[src/rtl/alu_seq.sv]
// Sequential ALU: single-cycle logic/arithmetic ops plus an L_DATA-cycle
// shift-add multiplier sharing one registered result/flag path.
module alu_seq #(
    parameter int L_DATA = 16
) (
    input  logic              clk,
    input  logic              rst,
    input  logic              start,
    input  logic [2:0]        ctrl,
    input  logic [L_DATA-1:0] op1,
    input  logic [L_DATA-1:0] op2,
    output logic [L_DATA-1:0] out,
    output logic              done,
    output logic              busy,
    output logic              zero,
    output logic              ovf
);
    localparam int CW = $clog2(L_DATA);

    typedef enum logic {IDLE, MUL} state_t;

    state_t              state, state_nxt;
    logic [2*L_DATA-1:0] mcand, acc, acc_sum;
    logic [L_DATA-1:0]   mlt;
    logic [CW-1:0]       cnt;
    logic                mul_last;
    logic [L_DATA-1:0]   res;
    logic                res_ovf;

    always_ff @(posedge clk) begin
        if (rst) state <= IDLE;
        else     state <= state_nxt;
    end

    always_comb begin
        state_nxt = state;
        mul_last  = (cnt == CW'(L_DATA - 1));
        case (state)
            IDLE: if (start && ctrl == 3'b111) state_nxt = MUL;
            MUL:  if (mul_last)                state_nxt = IDLE;
            default: state_nxt = IDLE;
        endcase
    end

    // Final iteration's add is folded into the value loaded into out.
    assign acc_sum = acc + (mlt[0] ? mcand : '0);
    assign busy    = (state == MUL);

    always_comb begin
        res     = '0;
        res_ovf = 1'b0;
        case (ctrl)
            3'b000: res = op1;
            3'b001: {res_ovf, res} = {1'b0, op1} + {1'b0, op2};
            3'b010: begin
                res     = op1 - op2;
                res_ovf = (op1 < op2);
            end
            3'b011: res = op1 | op2;
            3'b100: res = op1 << op2;
            3'b101: res = op1 >> op2;
            3'b110: res = {{(L_DATA-1){1'b0}}, (op1 < op2)};
            default: res = '0;
        endcase
    end

    always_ff @(posedge clk) begin
        if (rst) begin
            out   <= '0;
            zero  <= 1'b1;
            ovf   <= 1'b0;
            done  <= 1'b0;
            mcand <= '0;
            mlt   <= '0;
            acc   <= '0;
            cnt   <= '0;
        end else begin
            done <= 1'b0;
            if (state == IDLE && start) begin
                if (ctrl != 3'b111) begin
                    out  <= res;
                    zero <= (res == '0);
                    ovf  <= res_ovf;
                    done <= 1'b1;
                end else begin
                    mcand <= {{L_DATA{1'b0}}, op1};
                    mlt   <= op2;
                    acc   <= '0;
                    cnt   <= '0;
                end
            end else if (state == MUL) begin
                acc   <= acc_sum;
                mcand <= mcand << 1;
                mlt   <= mlt >> 1;
                cnt   <= cnt + 1'b1;
                if (mul_last) begin
                    out  <= acc_sum[L_DATA-1:0];
                    zero <= (acc_sum[L_DATA-1:0] == '0);
                    ovf  <= |acc_sum[2*L_DATA-1:L_DATA];
                    done <= 1'b1;
                end
            end
        end
    end
endmodule

[config.mk]
export PLATFORM = sky130hd
export DESIGN_NAME = alu_seq
export DESIGN_NICKNAME = d
export VERILOG_FILES = /design/src/rtl/alu_seq.sv
export SDC_FILE = /design/constraint.sdc
export NUM_CORES = 1
export LEC_CHECK = 0
export BUFFER_PORTS_ARGS = -buffer_cell sky130_fd_sc_hd__buf_2
export CAP_MARGIN = 20
export CORE_UTILIZATION = 44
export DETAILED_ROUTE_END_ITERATION = 8
export GPL_TIMING_DRIVEN = 1
export SLEW_MARGIN = 40
export SYNTH_ARGS = -nofsm -noshare
export SYNTH_HDL_FRONTEND = slang
export SYNTH_SLANG_ARGS = --single-unit
export TNS_END_PERCENT = 5
[constraint.sdc]
create_clock -name clk -period 5.7 [get_ports clk]
set_input_delay 1.14 -clock clk [delete_from_list [all_inputs] [get_ports clk]]
set_output_delay 1.14 -clock clk [all_outputs]
set_load 0.01 [all_outputs]
==> reports/metrics.cfg <==
[outcome]
status=complete, no violations

[drt]
drcViolationCount=0
routed_wl_mm=35.1
ant_nets=0
via_per_inst=6.15
routedWlPerCell_um=20.9
vias=10300
drtIter0Drc=948
dr.pass1.iters=5

[floorplanning]
die_w_um=155
die_y_um=155
ioPinCount=58
start_util_pct=45.2
die_area_um2=24100
core_um2=22800
row_count=55

[layout]
drive_gt1_share_pct=11.0
nNetsFinal=1487
post-route-util_pct=48.2
final_cell_count_no_fill=1678
final_cell_mix=nand2_1, nor2_1, a21oi_1
layout_commonest_cell=nand2_1
area_growth_pct=6.61
n_antenna_cell=0

[cts]
numClockSinks=104
cts_buffers=9
cts_tree=yes
clock_path_buffers=2
postCtsHoldBufs=0
post_cts_resized=0
cts-htree-levels=3
clkTransAtPathRegs_ns=0.07
cts_setup_buffers=0
cts-root-buf=clkbuf_16
insertion_delay_ns=0.36

[global_route]
grt_use_total_pct=29.4
grt_pass1_wl_mm=55.4
grt_overflow=0
grt_max_degree=63
grt_pass1_vias=9640
antenna_found_initial=0

[job]
max-cap-violations=0

[timing]
period_needed_ns=4.18
hold_slack_ns=0.456
maxSlewViolCount=0
max-slew-margin-rel_pct=45.9
max_freq_mhz=239
worst_slack_ns=1.52
rsz0062_at_grt=false
worst_pin_slew_ns=0.812
report.final.hold_viol_count=0
setup_viol=0
final.period_utilization_pct=73.3
finClkSkew_ns=0.00548
finalSetupTns_ns=0

[power_and_ir_drop]
ir_drop_v=0.000150
powerDensity_nw_per_um2=183
p_leak_nw=4.53

[synthesis]
synthFlopType=dfxtp_1
synthCells=1389
ys_warn_count=0
synth-seq-area-share_pct=20.2
syn_area_um2=10300
synth_cell_types=89
synth-edff-count=0
ys_ff_latch=104
async_flop_share_pct=0
mappedNetlistNets=1516
synth_area_per_cell_um2=7.44

[worst_setup_path]
cp-start-kind=input pin
worst_ep_arrival_time_ns=4.47
critPathRequiredTime_ns=5.99
crit_type=input pin to register
critPathMaxFanout=9
endpoint_kind=register

[place]
hpwl_mm=26.0
io_buffers=57
dp_slack_ns=1.23
dp_cells=1662
gp_congestion=0.990

[worst_hold_path]
hold_class=register to register

stage by stage:
step	instance area [µm²]	power (mW)
after CTS	11000	2.02
after floorplan	10300	1.16
final	11000	2.01
after global routing	11000	2.10
after detailed placement	10700	1.33
after global placement	10700	1.33
layer usage:
metal / track usage (%) / routed length (µm) / vias to the layer above
li1: - / - / 4986
met1: 40.4 / 16200 / 4900
met2: 47.5 / 15900 / 377
met3: 3.48 / 1990 / 58
met4: 10.3 / 1010 / 0
met5: 0 / 0 / -
cell type report:
cell class              count  area [µm²]
fillers                  2381       11800
repair buffers             73         408
clock inverters             7         103
flip-flops and latches    104        2080
well taps                 313         392
multi-input cells        1116        7590
clock buffers               9         225
inverters                  56         210
state kept, by name, indices dropped and copies added, names as in the netlist, 4 cells and up:
name	cells
mcand	32
mlt	16
out	16
cnt	4
acc	32
cells in the mapped netlist, types with 8 or more instances:
cell type | instances | area (µm²)
mux2i_1 | 33 | 330
xor2_1 | 11 | 96.3
ha_1 | 86 | 1080
nor3_1 | 30 | 150
a21o_1 | 21 | 158
buf_2 | 13 | 65.1
nor2_1 | 159 | 597
a31oi_1 | 16 | 100
a21oi_1 | 124 | 621
clkbuf_1 | 88 | 330
nand2_1 | 162 | 608
nor4_1 | 8 | 50.1
nor2b_1 | 10 | 62.6
inv_1 | 54 | 203
a311oi_1 | 33 | 289
mux4_2 | 20 | 450
o21ai_0 | 44 | 220
o21a_1 | 14 | 105
a22oi_1 | 10 | 75.1
dfxtp_1 | 104 | 2080
o21bai_1 | 12 | 90.1
nand3_1 | 56 | 280
nand2b_1 | 9 | 56.3
a211oi_1 | 18 | 135
and2_1 | 36 | 225
nand4_1 | 10 | 62.6
o211ai_1 | 14 | 105
xnor2_1 | 23 | 201
and3_1 | 8 | 50.1
or3_1 | 11 | 68.8
path summary, 6_finish.rpt:
kind | startpoint | endpoint | slack [ns] | cells past startpoint
hold / removal | out[5] | out[5] | 0.46 | 2
hold reg to reg | out[5] | out[5] | 0.46 | 2
setup reg to reg | mlt[0] | ovf | 1.77 | 12
setup / recovery | op1[0] | zero | 1.52 | 13
where the power goes:
group | leakage, nW | internal, mW | switching (mW)
sequential | 0.845 | 0.752 | 0.0221
combinational | 3.52 | 0.195 | 0.350
clock | 0.157 | 0.391 | 0.301
total | 4.53 | 1.34 | 0.673
critical path: stages:
cell and delay (ns):
buf_2 0.21, inv_1 0.10, ha_1 0.24, fa_1 0.41
o21bai_1 0.16, a21oi_1 0.15, o31a_1 0.34, o211a_1 0.28
o31ai_1 0.30, mux2i_1 0.23, o211ai_1 0.12, or4_2 0.69
o22ai_2 0.10
kinds of logic after synthesis:
group                    after synthesis  share of synthesized area, %
XOR/XNOR                              34                          2.88
adder cells (fa/ha/maj)               89                          11.0
buffers and inverters                169                          6.71
AND/OR/NAND/NOR                      536                          24.3
flip-flops                           104                          20.2
AO/OA/AOI/OAI                        400                          26.9
multiplexers                          57                          8.00
No activity file was read; power rests on OpenSTA's default activity.
